--- src/rtl/memristor_bank_prog_if.sv ---
// Command/response bus between the crossbar controller (master) and the
// memristor bank programmer (slave).
interface memristor_bank_prog_if #(
  parameter int unsigned N_CH  = 8,
  parameter int unsigned R_W   = 16,
  parameter int unsigned AMP_W = 4,
  parameter int unsigned CNT_W = 8
);
  localparam int unsigned ChW = (N_CH > 1) ? $clog2(N_CH) : 1;

  logic             cmd_valid;
  logic             cmd_ready;
  logic [1:0]       cmd_op;
  logic [ChW-1:0]   cmd_ch;
  logic [AMP_W-1:0] cmd_amp;
  logic [CNT_W-1:0] cmd_npulse;
  logic [R_W-1:0]   cmd_target;

  logic             rsp_valid;
  logic             rsp_ready;
  logic [ChW-1:0]   rsp_ch;
  logic [R_W-1:0]   rsp_r;
  logic [CNT_W-1:0] rsp_pulses;
  logic             rsp_err;

  modport master (
    output cmd_valid, cmd_op, cmd_ch, cmd_amp, cmd_npulse, cmd_target, rsp_ready,
    input  cmd_ready, rsp_valid, rsp_ch, rsp_r, rsp_pulses, rsp_err
  );

  modport slave (
    input  cmd_valid, cmd_op, cmd_ch, cmd_amp, cmd_npulse, cmd_target, rsp_ready,
    output cmd_ready, rsp_valid, rsp_ch, rsp_r, rsp_pulses, rsp_err
  );
endinterface

--- src/rtl/memristor_bank_prog.sv ---
// Memristor bank programmer: quantised resistance state for N_CH channels,
// driven by read / SET / RESET / init commands. SET/RESET pulses move the
// state by an amount proportional to the remaining headroom, scaled by the
// amplitude above threshold, and clamped to [R_MIN, R_MAX].
// Optional program-and-verify early stop: define MEMRISTOR_BANK_VERIFY_EN.
module memristor_bank_prog #(
  parameter int unsigned N_CH    = 8,
  parameter int unsigned R_W     = 16,
  parameter int unsigned AMP_W   = 4,
  parameter int unsigned CNT_W   = 8,
  parameter int unsigned PW_CYC  = 4,
  parameter int unsigned R_MIN   = 4096,
  parameter int unsigned R_MAX   = 61440,
  parameter int unsigned R_INIT  = 40000,
  parameter int unsigned V_TH    = 2,
  parameter int unsigned SHIFT_P = 4,
  parameter int unsigned SHIFT_N = 5
) (
  input  logic                       clk,
  input  logic                       rst_n,
  memristor_bank_prog_if.slave       bus,
  output logic                       pulse_active_o,
  output logic                       busy_o
);

  localparam int unsigned ChW = (N_CH > 1) ? $clog2(N_CH) : 1;
  localparam int unsigned PrW = R_W + AMP_W;
  localparam int unsigned PwW = (PW_CYC > 1) ? $clog2(PW_CYC) : 1;

  localparam logic [R_W-1:0]   RMin   = R_W'(R_MIN);
  localparam logic [R_W-1:0]   RMax   = R_W'(R_MAX);
  localparam logic [R_W-1:0]   RInit  = R_W'(R_INIT);
  localparam logic [AMP_W-1:0] VTh    = AMP_W'(V_TH);
  localparam logic [PwW-1:0]   PwLast = PwW'(PW_CYC - 1);

  localparam logic [1:0] OpRead  = 2'b00;
  localparam logic [1:0] OpSet   = 2'b01;
  localparam logic [1:0] OpReset = 2'b10;
  localparam logic [1:0] OpInit  = 2'b11;

  typedef enum logic [1:0] {StIdle, StPulse, StUpdate, StResp} state_e;

  state_e           state_q, state_d;
  logic [R_W-1:0]   r_q [N_CH];
  logic [R_W-1:0]   r_d [N_CH];
  logic [1:0]       op_q, op_d;
  logic [ChW-1:0]   ch_q, ch_d;
  logic [AMP_W-1:0] amp_q, amp_d;
  logic [CNT_W-1:0] npulse_q, npulse_d;
  logic [CNT_W-1:0] cnt_q, cnt_d;
  logic [PwW-1:0]   pw_q, pw_d;
  logic             rsp_err_q, rsp_err_d;
  logic [ChW-1:0]   rsp_ch_q, rsp_ch_d;
  logic [R_W-1:0]   rsp_r_q, rsp_r_d;
  logic [CNT_W-1:0] rsp_pulses_q, rsp_pulses_d;

  function automatic logic ch_in_range(input logic [ChW-1:0] ch);
    return 32'(ch) < N_CH;
  endfunction

  // Update law for the latched channel; only consumed in StUpdate.
  logic [ChW-1:0]   cur_idx;
  logic [R_W-1:0]   cur_r;
  logic [R_W-1:0]   head;
  logic [R_W-1:0]   r_new;
  logic [AMP_W-1:0] k;
  logic [PrW-1:0]   prod;
  logic [PrW-1:0]   delta;

  always_comb begin
    cur_idx = ch_in_range(ch_q) ? ch_q : '0;
    cur_r   = r_q[cur_idx];
    k       = (amp_q > VTh) ? amp_q - VTh : '0;
    if (op_q == OpSet) begin
      head = (cur_r > RMin) ? cur_r - RMin : '0;
    end else begin
      head = (cur_r < RMax) ? RMax - cur_r : '0;
    end
    prod  = PrW'(head) * PrW'(k);
    delta = (op_q == OpSet) ? (prod >> SHIFT_P) : (prod >> SHIFT_N);
    // Any above-threshold pulse moves the state by at least one LSB.
    if (delta == '0) begin
      delta = PrW'(1);
    end
    if (k == '0) begin
      r_new = cur_r;
    end else if (delta >= PrW'(head)) begin
      r_new = (op_q == OpSet) ? RMin : RMax;
    end else if (op_q == OpSet) begin
      r_new = cur_r - R_W'(delta);
    end else begin
      r_new = cur_r + R_W'(delta);
    end
  end

  // Early-stop condition for program-and-verify.
  logic target_met;
`ifdef MEMRISTOR_BANK_VERIFY_EN
  logic [R_W-1:0] target_q;

  // Latch the verify target alongside the other command fields.
  always_ff @(posedge clk or negedge rst_n) begin
    if (!rst_n) begin
      target_q <= '0;
    end else if (state_q == StIdle && bus.cmd_valid) begin
      target_q <= bus.cmd_target;
    end
  end

  assign target_met = (op_q == OpSet) ? (r_new <= target_q) : (r_new >= target_q);
`else
  logic unused_target;
  assign unused_target = ^bus.cmd_target;
  assign target_met    = 1'b0;
`endif

  // Command decode, pulse timing and response capture.
  always_comb begin
    state_d      = state_q;
    r_d          = r_q;
    op_d         = op_q;
    ch_d         = ch_q;
    amp_d        = amp_q;
    npulse_d     = npulse_q;
    cnt_d        = cnt_q;
    pw_d         = pw_q;
    rsp_err_d    = rsp_err_q;
    rsp_ch_d     = rsp_ch_q;
    rsp_r_d      = rsp_r_q;
    rsp_pulses_d = rsp_pulses_q;

    unique case (state_q)
      StIdle: begin
        if (bus.cmd_valid) begin
          op_d         = bus.cmd_op;
          ch_d         = bus.cmd_ch;
          amp_d        = bus.cmd_amp;
          npulse_d     = bus.cmd_npulse;
          cnt_d        = '0;
          pw_d         = '0;
          rsp_ch_d     = bus.cmd_ch;
          rsp_pulses_d = '0;
          if (!ch_in_range(bus.cmd_ch)) begin
            rsp_err_d = 1'b1;
            rsp_r_d   = '0;
            state_d   = StResp;
          end else if ((bus.cmd_op == OpSet || bus.cmd_op == OpReset) &&
                       bus.cmd_npulse != '0) begin
            rsp_err_d = 1'b0;
            state_d   = StPulse;
          end else begin
            rsp_err_d = 1'b0;
            if (bus.cmd_op == OpInit) begin
              r_d[bus.cmd_ch] = RInit;
              rsp_r_d         = RInit;
            end else begin
              rsp_r_d = r_q[bus.cmd_ch];
            end
            state_d = StResp;
          end
        end
      end
      StPulse: begin
        if (pw_q == PwLast) begin
          pw_d    = '0;
          state_d = StUpdate;
        end else begin
          pw_d = pw_q + PwW'(1);
        end
      end
      StUpdate: begin
        r_d[cur_idx] = r_new;
        cnt_d        = cnt_q + CNT_W'(1);
        if (cnt_d == npulse_q || target_met) begin
          rsp_r_d      = r_new;
          rsp_pulses_d = cnt_d;
          state_d      = StResp;
        end else begin
          state_d = StPulse;
        end
      end
      StResp: begin
        if (bus.rsp_ready) begin
          state_d = StIdle;
        end
      end
      default: state_d = StIdle;
    endcase
  end

  // State registers; reset aborts any command in flight without a response.
  always_ff @(posedge clk or negedge rst_n) begin
    if (!rst_n) begin
      state_q      <= StIdle;
      for (int i = 0; i < N_CH; i++) begin
        r_q[i] <= RInit;
      end
      op_q         <= OpRead;
      ch_q         <= '0;
      amp_q        <= '0;
      npulse_q     <= '0;
      cnt_q        <= '0;
      pw_q         <= '0;
      rsp_err_q    <= 1'b0;
      rsp_ch_q     <= '0;
      rsp_r_q      <= '0;
      rsp_pulses_q <= '0;
    end else begin
      state_q      <= state_d;
      r_q          <= r_d;
      op_q         <= op_d;
      ch_q         <= ch_d;
      amp_q        <= amp_d;
      npulse_q     <= npulse_d;
      cnt_q        <= cnt_d;
      pw_q         <= pw_d;
      rsp_err_q    <= rsp_err_d;
      rsp_ch_q     <= rsp_ch_d;
      rsp_r_q      <= rsp_r_d;
      rsp_pulses_q <= rsp_pulses_d;
    end
  end

  // Outputs decoded directly from state and response registers.
  always_comb begin
    bus.cmd_ready  = (state_q == StIdle);
    bus.rsp_valid  = (state_q == StResp);
    bus.rsp_ch     = rsp_ch_q;
    bus.rsp_r      = rsp_r_q;
    bus.rsp_pulses = rsp_pulses_q;
    bus.rsp_err    = rsp_err_q;
    pulse_active_o = (state_q == StPulse);
    busy_o         = (state_q != StIdle);
  end

endmodule

--- src/flat_wrapper.sv ---
// flat-port wrapper written by rule: the top's interface ports become plain ports
module memristor_bank_prog_flat 
#(
  parameter int unsigned N_CH    = 8,
  parameter int unsigned R_W     = 16,
  parameter int unsigned AMP_W   = 4,
  parameter int unsigned CNT_W   = 8,
  parameter int unsigned PW_CYC  = 4,
  parameter int unsigned R_MIN   = 4096,
  parameter int unsigned R_MAX   = 61440,
  parameter int unsigned R_INIT  = 40000,
  parameter int unsigned V_TH    = 2,
  parameter int unsigned SHIFT_P = 4,
  parameter int unsigned SHIFT_N = 5
)
  (clk, rst_n, pulse_active_o, busy_o, bus_cmd_valid, bus_cmd_op, bus_cmd_ch, bus_cmd_amp, bus_cmd_npulse, bus_cmd_target, bus_rsp_ready, bus_cmd_ready, bus_rsp_valid, bus_rsp_ch, bus_rsp_r, bus_rsp_pulses, bus_rsp_err);
  memristor_bank_prog_if #(.N_CH(N_CH), .R_W(R_W), .AMP_W(AMP_W), .CNT_W(CNT_W)) bus_i ();
  input  logic clk;
  input  logic rst_n;
  output logic pulse_active_o;
  output logic busy_o;
  input wire logic [$bits(bus_i.cmd_valid)-1:0] bus_cmd_valid;
  input wire logic [$bits(bus_i.cmd_op)-1:0] bus_cmd_op;
  input wire logic [$bits(bus_i.cmd_ch)-1:0] bus_cmd_ch;
  input wire logic [$bits(bus_i.cmd_amp)-1:0] bus_cmd_amp;
  input wire logic [$bits(bus_i.cmd_npulse)-1:0] bus_cmd_npulse;
  input wire logic [$bits(bus_i.cmd_target)-1:0] bus_cmd_target;
  input wire logic [$bits(bus_i.rsp_ready)-1:0] bus_rsp_ready;
  output wire logic [$bits(bus_i.cmd_ready)-1:0] bus_cmd_ready;
  output wire logic [$bits(bus_i.rsp_valid)-1:0] bus_rsp_valid;
  output wire logic [$bits(bus_i.rsp_ch)-1:0] bus_rsp_ch;
  output wire logic [$bits(bus_i.rsp_r)-1:0] bus_rsp_r;
  output wire logic [$bits(bus_i.rsp_pulses)-1:0] bus_rsp_pulses;
  output wire logic [$bits(bus_i.rsp_err)-1:0] bus_rsp_err;
  assign bus_i.cmd_valid = bus_cmd_valid;
  assign bus_i.cmd_op = bus_cmd_op;
  assign bus_i.cmd_ch = bus_cmd_ch;
  assign bus_i.cmd_amp = bus_cmd_amp;
  assign bus_i.cmd_npulse = bus_cmd_npulse;
  assign bus_i.cmd_target = bus_cmd_target;
  assign bus_i.rsp_ready = bus_rsp_ready;
  assign bus_cmd_ready = bus_i.cmd_ready;
  assign bus_rsp_valid = bus_i.rsp_valid;
  assign bus_rsp_ch = bus_i.rsp_ch;
  assign bus_rsp_r = bus_i.rsp_r;
  assign bus_rsp_pulses = bus_i.rsp_pulses;
  assign bus_rsp_err = bus_i.rsp_err;
  memristor_bank_prog #(.N_CH(N_CH), .R_W(R_W), .AMP_W(AMP_W), .CNT_W(CNT_W), .PW_CYC(PW_CYC), .R_MIN(R_MIN), .R_MAX(R_MAX), .R_INIT(R_INIT), .V_TH(V_TH), .SHIFT_P(SHIFT_P), .SHIFT_N(SHIFT_N)) u_core (.clk(clk), .rst_n(rst_n), .bus(bus_i), .pulse_active_o(pulse_active_o), .busy_o(busy_o));
endmodule
--- config.mk ---
export PLATFORM = sky130hd
export DESIGN_NAME = memristor_bank_prog_flat
export DESIGN_NICKNAME = d
export VERILOG_FILES = /design/src/rtl/memristor_bank_prog_if.sv /design/src/rtl/memristor_bank_prog.sv /design/src/flat_wrapper.sv
export SDC_FILE = /design/constraint.sdc
export NUM_CORES = 1
export LEC_CHECK = 0
export BUFFER_PORTS_ARGS = -buffer_cell sky130_fd_sc_hd__buf_2
export CORE_MARGIN = 2
export CORE_UTILIZATION = 45
export CTS_CLUSTER_SIZE = 24
export DETAILED_ROUTE_END_ITERATION = 12
export PLACE_DENSITY = 0.72
export SYNTH_ARGS = -nofsm -noshare
export SYNTH_HDL_FRONTEND = slang
export SYNTH_SLANG_ARGS = --single-unit
--- constraint.sdc ---
create_clock -name clk -period 30.1 [get_ports clk]
set_input_delay 4.515 -clock clk [delete_from_list [all_inputs] [get_ports clk]]
set_output_delay 4.515 -clock clk [all_outputs]
set_load 0.05 [all_outputs]
# ---- Word level (Yosys, flattened, before mapping)
# Cells that the tools add are included.
# W data, S select, Z words.
dict set report totals {
  register_bits 181
  output_inout_bits 32
}
dict set report classes {
  n_addsub 7
  multipliers 1
  magnitude_cmp 8
  n_eq_ne 15
  mux 43
  bitwise 5
  n_reduce_logical 18
}
# op n
set ops {}
lappend ops {{$mux W128} 3}
lappend ops {{$mux W16} 19}
lappend ops {{$pmux W128 S2} 1}
lappend ops {{$bwmux W128} 1}
lappend ops {{$bmux W16 S3} 2}
lappend ops {{$demux W16 S3} 2}
lappend ops {{$and A88 B88 Y88} 1}
lappend ops {{$not A88 Y88} 1}
lappend ops {{$or A40 B40 Y40} 1}
lappend ops {{$pmux W16 S2} 1}
lappend ops {{$pmux W8 S2} 2}
lappend ops {{$ge A20 B16 Y1} 1}
lappend ops {{$logic_not A20 Y1} 1}
lappend ops {{$mul A16 B4 Y20} 1}
lappend ops {{$add A16 B16 Y16} 1}
lappend ops {{$gt A16 B13 Y1 const B} 1}
lappend ops {{$lt A16 B16 Y1 const B} 1}
lappend ops {{$mux W8} 2}
lappend ops {{$sub A16 B13 Y16 const B} 1}
lappend ops {{$sub A16 B16 Y16} 1}
lappend ops {{$sub A16 B16 Y16 const A} 1}
lappend ops {{$mux W2} 7}
lappend ops {{$eq A2 B2 Y1 const B} 5}
lappend ops {{$add A8 B1 Y8 const B} 1}
lappend ops {{22 further kinds} 39}

# ---- Longest topological paths before layout
# Gate-level depths: netlist of the first run.
dict set report logic_depth {
  ltp_word 17
  ltp_mapped 57
  ltp_nobuf 50
}

# ---- Worst setup path before layout of the first run
# No wires, ideal clock.
dict set report synth_path {
  kind {reg2reg}
  from {register u_core.ch_q[2]}
  to {register u_core.r_q[110] (netlist name)}
  setup_ns 0.069
  t_arrival_ns 11.653
  required_time_ns 30.031
  setup_slack_ns 18.379
  path_stages_with_launch 52
  path_buffers 5
  period_less_slack_ns 11.721
  cell_sequence {dfrtp_1 buf_6 buf_12 buf_8 mux2_1 a211oi_2 a2bb2oi_2 ha_1 inv_1 nor3_4 o211ai_4 nor3_1 a21oi_1 o21ai_0 clkbuf_1 o21ai_0 a21oi_1 nor2_1 [... 16 more ...] inv_1 ha_1 nand2_1 nand2_1 fa_1 nor2b_1 o21ai_0 a21boi_0 o21ai_0 a21oi_1 o21ai_0 a21boi_0 o21ai_0 a21oi_1 mux2i_1 o21ai_0 a311oi_1 a22o_1}
}
dict set report synth_between {
  elab_chain_cells 17
  elab_cells_between_ends 28
  cone_classes {add/sub: 4; mul: 1; order compare: 5; mux: 15; bitwise: 1; reduce/logical: 2}
}
# item line_no
set synth_rtl {}
lappend synth_rtl {{start, declared} memristor_bank_prog.sv:47} ;# logic [ChW-1:0] ch_q, ch_d;
lappend synth_rtl {{start signal, assigned} memristor_bank_prog.sv:212} ;# ch_q <= ch_d;
lappend synth_rtl {{$not A3 Y4 (not written as such) *} {memristor_bank_prog.sv:72, memristor_bank_prog.sv:172}}
lappend synth_rtl {{$bmux W16 S3} memristor_bank_prog.sv:72} ;# cur_r = r_q[cur_idx];
lappend synth_rtl {{$mux W16 (not written as such) (2 in a row)} memristor_bank_prog.sv:72}
lappend synth_rtl {{$sub A16 B16 Y16, or another cell as far along} memristor_bank_prog.sv:77} ;# head = (cur_r < RMax) ? RMax - cur_r : '0;
lappend synth_rtl {{$mux W16 (on tied branches)} {memristor_bank_prog.sv:77, memristor_bank_prog.sv:75}}
lappend synth_rtl {{$mux W16} memristor_bank_prog.sv:74} ;# if (op_q == OpSet) begin
lappend synth_rtl {{$mul A16 B4 Y20} memristor_bank_prog.sv:79} ;# prod = PrW'(head) * PrW'(k);
lappend synth_rtl {{$mux W16} memristor_bank_prog.sv:80} ;# delta = (op_q == OpSet) ? (prod >> SHIFT_P) : (prod >> SHIFT_N);
lappend synth_rtl {{$logic_not A20 Y1} memristor_bank_prog.sv:82} ;# if (delta == '0) begin
lappend synth_rtl {{$mux W16} memristor_bank_prog.sv:82}
lappend synth_rtl {{$add A16 B16 Y16 or $sub A16 B16 Y16 (tied branches)} {memristor_bank_prog.sv:92, memristor_bank_prog.sv:90}}
lappend synth_rtl {{$mux W16} memristor_bank_prog.sv:89} ;# end else if (op_q == OpSet) begin
lappend synth_rtl {{$mux W16} memristor_bank_prog.sv:87} ;# end else if (delta >= PrW'(head)) begin
lappend synth_rtl {{$mux W16} memristor_bank_prog.sv:85} ;# if (k == '0) begin
lappend synth_rtl {{$bwmux W128 *} memristor_bank_prog.sv:172} ;# r_d[cur_idx] = r_new;
lappend synth_rtl {{$pmux W128 S2 *} memristor_bank_prog.sv:132} ;# unique case (state_q)
lappend synth_rtl {{end signal, assigned by index} memristor_bank_prog.sv:196} ;# r_q[i] <= RInit;
lappend synth_rtl {{end signal, assigned} memristor_bank_prog.sv:210} ;# r_q <= r_d;
lappend synth_rtl {{end, declared} memristor_bank_prog.sv:44} ;# logic [R_W-1:0] r_q [N_CH];
# Every way passes the cells marked *; elsewhere a longest branch is shown, timed or not. The select of a mux whose other input is x is not followed.
# A chain may end at the register's enable or synchronous reset.

# ---- Worst setup path in the final report of the first run
dict set report layout_path {
  from {register u_core.ch_q[2]}
  to {register u_core.rsp_r_q[13] (netlist: u_core.bus.rsp_r[13])}
}
dict set report layout_between {
  elab_chain_cells 17
  elab_cells_between_ends 23
  cone_classes {add/sub: 4; mul: 1; order compare: 3; mux: 13; bitwise: 1; reduce/logical: 1}
}
# item line_no
set layout_rtl {}
lappend layout_rtl {{$not A3 Y4 (not written as such) *} memristor_bank_prog.sv:72}
lappend layout_rtl {{$bmux W16 S3 *} memristor_bank_prog.sv:72}
lappend layout_rtl {{$mux W16 (not written as such) * (2 in a row)} memristor_bank_prog.sv:72}
lappend layout_rtl {{$sub A16 B16 Y16, or another cell as far along} memristor_bank_prog.sv:77}
lappend layout_rtl {{$mux W16 (on tied branches)} {memristor_bank_prog.sv:77, memristor_bank_prog.sv:75}}
lappend layout_rtl {{$mux W16} memristor_bank_prog.sv:74}
lappend layout_rtl {{$mul A16 B4 Y20} memristor_bank_prog.sv:79}
lappend layout_rtl {{$mux W16} memristor_bank_prog.sv:80}
lappend layout_rtl {{$logic_not A20 Y1} memristor_bank_prog.sv:82}
lappend layout_rtl {{$mux W16} memristor_bank_prog.sv:82}
lappend layout_rtl {{$add A16 B16 Y16 or $sub A16 B16 Y16 (tied branches)} {memristor_bank_prog.sv:92, memristor_bank_prog.sv:90}}
lappend layout_rtl {{$mux W16} memristor_bank_prog.sv:89}
lappend layout_rtl {{$mux W16} memristor_bank_prog.sv:87}
lappend layout_rtl {{$mux W16 *} memristor_bank_prog.sv:85}
lappend layout_rtl {{$mux W16 *} memristor_bank_prog.sv:174} ;# if (cnt_d == npulse_q || target_met) begin
lappend layout_rtl {{$pmux W16 S2 *} memristor_bank_prog.sv:132}
lappend layout_rtl {{end signal, assigned} memristor_bank_prog.sv:219} ;# rsp_r_q <= rsp_r_d;
lappend layout_rtl {{end, declared} memristor_bank_prog.sv:54} ;# logic [R_W-1:0] rsp_r_q, rsp_r_d;
# Marked as above.

==> results of run 1 <==
state kept, by name, indices dropped and copies added, names as in the netlist, 3 cells and up:
register,cells
u_core.r_q,128
u_core.bus.rsp_r,16
u_core.bus.rsp_pulses,8
u_core.cnt_q,8
u_core.npulse_q,8
u_core.amp_q,4
u_core.ch_q,3
layer usage:
metal | track usage | vias up
met5 | 0 | -
met2 | 0.4362 | 759
met4 | 0.1142 | 0
met3 | 0.04070 | 137
li1 | - | 6151
met1 | 0.3697 | 6733
stage by stage:
stage                 util  hold WS (ns)  setup WS [ns]  std cells  area (µm²)
finish              0.4891        0.5005          16.01       2130       15790
global route        0.4891        0.5180          15.13       2130       15790
CTS                 0.4891        0.4938          16.30       2130       15790
detailed placement  0.4718        0.4821          16.32       2098       15230
global placement    0.4718        0.4755          16.58       2098       15230
floorplan                -        0.4595          18.38       1684       14650
cell usage in the layout, fill, tap and decap left out, types with 8 or more instances in the layout:
cell type / Yosys / final
nor2_1: 203 / 201
nand2_1: 159 / 159
dfrtp_1: 141 / 139
a21oi_1: 115 / 115
o21ai_0: 91 / 91
a22o_1: 83 / 83
inv_1: 77 / 77
ha_1: 63 / 63
a22oi_1: 54 / 54
buf_2: 5 / 50
dfstp_2: 40 / 40
nor3_1: 41 / 39
mux2i_1: 34 / 34
a21o_1: 31 / 31
a31oi_1: 28 / 28
fa_1: 28 / 28
nand3_1: 26 / 26
or3_1: 25 / 25
buf_4: 1 / 25
nand4_1: 24 / 24
xnor2_1: 23 / 23
xor2_1: 22 / 22
mux2_2: 21 / 21
mux4_2: 21 / 21
and3_1: 21 / 21
clkbuf_16: 0 / 17
nand2b_1: 17 / 16
or2_2: 16 / 16
o22a_1: 14 / 14
a221o_1: 12 / 12
and2_1: 10 / 10
o21bai_1: 8 / 8
inv_6: 0 / 8
kinds of logic (layout without fill, tap and decap cells):
group,after synthesis,count (layout),synth area share
AO/OA/AOI/OAI,523,523,0.2524
XOR/XNOR,45,45,0.02691
flip-flops,181,181,0.3127
buffers and inverters,183,187,0.05177
AND/OR/NAND/NOR,579,579,0.1851
multiplexers,81,81,0.07885
adder cells (fa/ha/maj),91,91,0.09209
other,1,1,0.0002560
worst paths after layout:
path                           startpoint  cells past startpoint                   end
setup / recovery           u_core.ch_q[2]                     45  u_core.bus.rsp_r[13]
hold / removal             u_core.r_q[38]                      2        u_core.r_q[38]
setup reg to reg           u_core.ch_q[2]                     45  u_core.bus.rsp_r[13]
hold reg to reg            u_core.r_q[38]                      2        u_core.r_q[38]
max in group asynchronous           rst_n                      2        u_core.ch_q[1]
min in group asynchronous           rst_n                      1        u_core.r_q[66]
layout make-up:
cell class / count / area share
Multi-Input combinational cell: 1320 / 0.5923
Sequential cell: 181 / 0.2902
Tap cell: 442 / 0.03502
Timing Repair Buffer: 76 / 0.02844
Clock buffer: 17 / 0.02694
Inverter: 79 / 0.01878
Clock inverter: 15 / 0.008399
critical path, delay by kind of cell, from the launching register on:
kind,cells,cell delay [ns]
AO/OA/AOI/OAI,22,6.46
AND/OR/NAND/NOR,9,2.56
adder cells (fa/ha/maj),5,1.93
buffers and inverters,6,1.26
flip-flops,1,0.58
multiplexers,2,0.56
XOR/XNOR,1,0.55
==> reports/summary.md, run 1 <==
## Cells and area
• 3025 — filler cell count in the final layout
• 7.817% — area growth from synthesis to layout
• 9353 µm² — total area of multi-input combinational cells
• 0 — n_diodes
• 0.1475 — fraction of layout instances using a drive strength above 1
• 1803 — Final #Nets
• 4582 µm² — storage element area

## Setup path
• a21oi_1 — cell type of the slowest stage on the worst timing path
• reg -> reg — startpoint-to-endpoint class of the critical path
• 14.46 ns — data arrival time of the critical path
• flip-flop — endpoint kind of the worst setup timing path
• 0.96 ns — crit-path max cell delay
• flip-flop — element type at the critical path start
• a21o_1 — crit-path most repeated cell
• 30.48 ns — required time worst endpoint
• 65 — maximum fanout along the worst path
• 16.01 ns — Worst R2R Setup Slack

## Floorplan
• 34010 µm² — full die area
• 69 — I/O pin count
• 66 — number of cell rows
• 184.4 µm — floorplan die width
• 184.4 µm — die extent in y
• 32290 µm² — area of the core
• 0.4536 — initial core utilization

## Global routing
• 72.78 mm — global-route wire length before repair
• 113 — pin count of the biggest net entering global routing
• 0 — initial antenna violation count
• 0 — total global routing overflow
• 0.2729 — Tot GR Track Use
• 13103 — via count of the first global-routing pass

## Clocking
• 17 — Num CTS Buffers
• 4 — H-Tree Level Count
• yes — TritonCTS clock tree
• 181 — Sink Count
• 2 — clock tree buffer depth
• 0 — Gates resized, CTS repair
• 0 — number of hold-repair buffers added at the cts stage
• 0.08 ns — clock slew seen by the registers of the worst setup and hold paths
• clkbuf_16 — Root Driver
• 0 — Post-CTS Setup Inserts
• 0.46 ns — source-to-sink clock delay at the later pin of the worst-skew pair

## Run
• 0 — number of violations of the max-capacitance limit

## Timing
• no — RSZ-0062 raised after global routing
• 0 — final setup violation count
• 0 ns — total negative slack
• 0.01492 ns — Fin Clk Skew
• 70.98 MHz — maximum frequency from static timing analysis
• 0.4680 — Final period util
• 0.1349 — relative slew slack
• 0 — Final Hold Fails
• 14.09 ns — Final min period
• 1.297 ns — transition at the pin with the smallest max-transition slack
• 0 — final number of max-transition violations

## Route
• 21.44 µm — wire per inst
• met4 — highest routing layer actually used
• 4.000 mm — routed length on met3
• 1697 — violation count after the first detailed-routing iteration
• 8 — drt pass-1 iters
• 0 — total DRC errors in the routed layout
• 0 — residual antenna-violating net count after detailed routing
• 20.98 mm — sum of met2 wire segment lengths after detailed routing
• 13780 — via count
• 45.66 mm — WL final
• 18.89 mm — M1 wire length
• 6.469 — via/cell ratio

## Synth
• 1684 — gate count of the mapped netlist
• 203 x nor2_1, 159 x nand2_1, 141 x dfrtp_1 — most used standard cells in the synthesized netlist
• 1.000 — fraction of synthesis flops using an asynchronous set or reset pin
• nor2_1 — most frequent cell after synthesis
• 1812 — Mapped Nets
• 181 — number of storage elements in the synthesis netlist
• 14650 µm² — Post-Syn Area
• 0 — Synth Warn #
• dfrtp_1 24%, dfstp_2 7.2%, ha_1 5.4%, nor2_1 5.2%, a22o_1 5.0% — cell types with the largest area share after synthesis
• 8.697 µm² — post-synthesis area per instance
• dfrtp_1 — top_reg_cell synth
• 0.3127 — part of the Yosys area used for sequential elements
• 91 — Cell variety after synth
• 0.2409 — share of Yosys cell area claimed by the top area cell type
• 0 — count of flip-flops with a built-in enable after synthesis
• dfrtp_1 — cell type with the highest aggregate area in the netlist

## Hold path
• reg -> reg — Hold Crit Class

## Placed design
• 0.9242 — weighted congestion at the end of routability-driven global placement
• 51 — number of I/O port buffers
• 31.35 mm — dpl hpwl

## Run status
• completed — outcome

Power of run 1 is not shown: default switching activity piles up to over one toggle a cycle in this logic, so the estimate is an artifact.
==> inputs of run 2 (changes only) <==
==> constraint.sdc (replaced) <==
create_clock -name clk -period 14.2 [get_ports clk]
set_input_delay 2.13 -clock clk [delete_from_list [all_inputs] [get_ports clk]]
set_output_delay 2.13 -clock clk [all_outputs]
set_load 0.05 [all_outputs]
==> run 2 against run 1 <==
Non-clock buffer count up 32. Critical endpoint is now u_core.r_q[76]. Hold slack better by 0.00055 ns. Sequential cell count unchanged.
==> reports/summary.md, run 2 (synthesis gave the netlist of run 1 again) <==
## Run status
• completed — outcome

## Floorplan
• 32290 µm² — area of the core, unchanged
• 0.4536 — initial core utilization, unchanged
• 184.4 µm — die extent in y, unchanged
• 66 — number of cell rows, unchanged
• 69 — I/O pin count, unchanged
• 34010 µm² — full die area, unchanged
• 184.4 µm — floorplan die width, unchanged

## Clocking
• 17 — Num CTS Buffers, unchanged
• yes — TritonCTS clock tree
• 0 — number of hold-repair buffers added at the cts stage, unchanged
• clkbuf_16 — Root Driver
• 0 — Post-CTS Setup Inserts, unchanged
• 0 — Gates resized, CTS repair, unchanged
• 0.45 ns — source-to-sink clock delay at the later pin of the worst-skew pair, about the same
• 181 — Sink Count, unchanged
• 4 — H-Tree Level Count, unchanged
• 0.07 ns — clock slew seen by the registers of the worst setup and hold paths, about the same
• 2 — clock tree buffer depth, unchanged

## Cells and area
• 4582 µm² — storage element area, unchanged
• 0.1628 — fraction of layout instances using a drive strength above 1, +0.01528
• 0 — n_diodes, unchanged
• 3011 — filler cell count in the final layout, -0.46%
• nor2_1 — commonest non-fill, non-tap cell in the layout
• 9.610% — area growth from synthesis to layout
• 9348 µm² — total area of multi-input combinational cells, about the same
• 201 x nor2_1, 159 x nand2_1, 139 x dfrtp_1, 115 x a21oi_1, 91 x o21ai_0 — most frequent cells in the layout
• 128 — number of flip-flops under the largest register name, unchanged
• 1835 — Final #Nets, +1.8%
• u_core.r_q — register with the highest flop count
• 16050 µm² — post-route standard cell area excluding fillers, +1.7%

## Setup path
• 6 — CP Buf/Inv Count, unchanged
• 13.50 ns — data arrival time of the critical path, -0.96 ns
• flip-flop — endpoint kind of the worst setup timing path
• flip-flop — element type at the critical path start
• reg -> reg — startpoint-to-endpoint class of the critical path
• 16 — maximum fanout along the worst path, -75%
• compound AO/OA/AOI/OAI gates — cell family with most CP delay
• 14.59 ns — required time worst endpoint, -15.89 ns
• 0.72 ns — crit-path max cell delay, -0.24 ns
• o21ai_0 — crit-path most repeated cell
• dfrtp_2 — cell type of the slowest stage on the worst timing path

## Placed design
• 1.417 ns — Post-Place Worst Slack, -14.90 ns
• 0.9319 — weighted congestion at the end of routability-driven global placement, +0.83%
• 15470 µm² — Placement Cell Area, +1.5%
• 51 — number of I/O port buffers, unchanged
• 32.36 mm — dpl hpwl, +3.2%

## Timing
• 0.1440 — relative slew slack, +0.009157
• 13.11 ns — Final min period, -0.9767 ns
• 0.01414 ns — Fin Clk Skew, -0.0007775 ns
• 0 ns — total negative slack, unchanged
• 76.27 MHz — maximum frequency from static timing analysis, +7.4%
• 0 — Final Hold Fails, unchanged
• 0 — final number of max-transition violations, unchanged
• 0 — final setup violation count, unchanged
• 1.283 ns — transition at the pin with the smallest max-transition slack, -0.01373 ns
• no — RSZ-0062 raised after global routing
• 1.088 ns — crit path setup slack, layout, -14.92 ns
• 0.9234 — Final period util, +0.4553

## Route
• 0 — residual antenna-violating net count after detailed routing, unchanged
• 0 — total DRC errors in the routed layout, unchanged
• 1537 — violation count after the first detailed-routing iteration, -9.4%
• 6 — drt pass-1 iters, -2
• 13877 — via count, +0.70%
• 6.419 — via/cell ratio, -0.79%
• 21.45 µm — wire per inst, about the same
• 46.37 mm — WL final, +1.5%

## Global routing
• 0 — total global routing overflow, unchanged
• 13643 — via count of the first global-routing pass, +4.1%
• 0 — initial antenna violation count, unchanged
• 0.2760 — Tot GR Track Use, +0.003138
• 69 — pin count of the biggest net entering global routing, -39%
• 73.53 mm — global-route wire length before repair, +1.0%

## Run
• 0 — number of violations of the max-capacitance limit, unchanged

## Hold path
• reg -> reg — Hold Crit Class

## run 2: cell count changes in the layout (fill, tap and decap cells not counted), sizes merged
cell	change
buf	+32
bufinv	+1
clkinv	+1
clkinvlp	+1
inv	-3
## run 2: layout make-up
cell class | instances | area share
Multi-Input combinational cell | 1320 | 0.5823
Sequential cell | 181 | 0.2854
Timing Repair Buffer | 108 | 0.04294
Tap cell | 442 | 0.03445
Clock buffer | 17 | 0.02650
Inverter | 79 | 0.01847
Clock inverter | 15 | 0.009976
## run 2: path summary, 6_finish.rpt
path | from | to | slack (ns) | cells past startpoint
worst min register to register | u_core.r_q[38] | u_core.r_q[38] | 0.50 | 2
worst max-delay path | u_core.ch_q[1] | u_core.r_q[76] | 1.09 | 47
worst max register to register | u_core.ch_q[1] | u_core.r_q[76] | 1.09 | 47
worst min-delay path | u_core.r_q[38] | u_core.r_q[38] | 0.50 | 2
max in group asynchronous | rst_n | u_core.ch_q[2] | 11.24 | 2
min in group asynchronous | rst_n | u_core.bus.rsp_r[5] | 1.64 | 1
## run 2: per-layer routing
metal,share of wire,GRT usage,vias up
li1,-,-,6219
met1,0.41,0.3576,6817
met2,0.47,0.4510,712
met3,0.086,0.05039,129
met4,0.037,0.1216,0
met5,0,0,-
## run 2: stage by stage
| step | std cells | hold slack, ns | utilization |
|---|---|---|---|
| after floorplan | 1684 | 0.4595 | - |
| after global placement | 2130 | 0.4750 | 0.4791 |
| after detailed placement | 2130 | 0.4859 | 0.4791 |
| after CTS | 2162 | 0.4970 | 0.4972 |
| after global routing | 2162 | 0.5128 | 0.4972 |
| final | 2162 | 0.5010 | 0.4972 |
## run 2: worst reg2reg max path, delay by kind of cell, from the launching register on
family	cells	cell delay, ns
AO/OA/AOI/OAI	22	4.85
AND/OR/NAND/NOR	8	2.41
adder cells (fa/ha/maj)	6	2.40
multiplexers	2	1.22
XOR/XNOR	3	0.82
flip-flops	1	0.72
buffers and inverters	6	0.65
Power of run 2 is left out for the same reason.
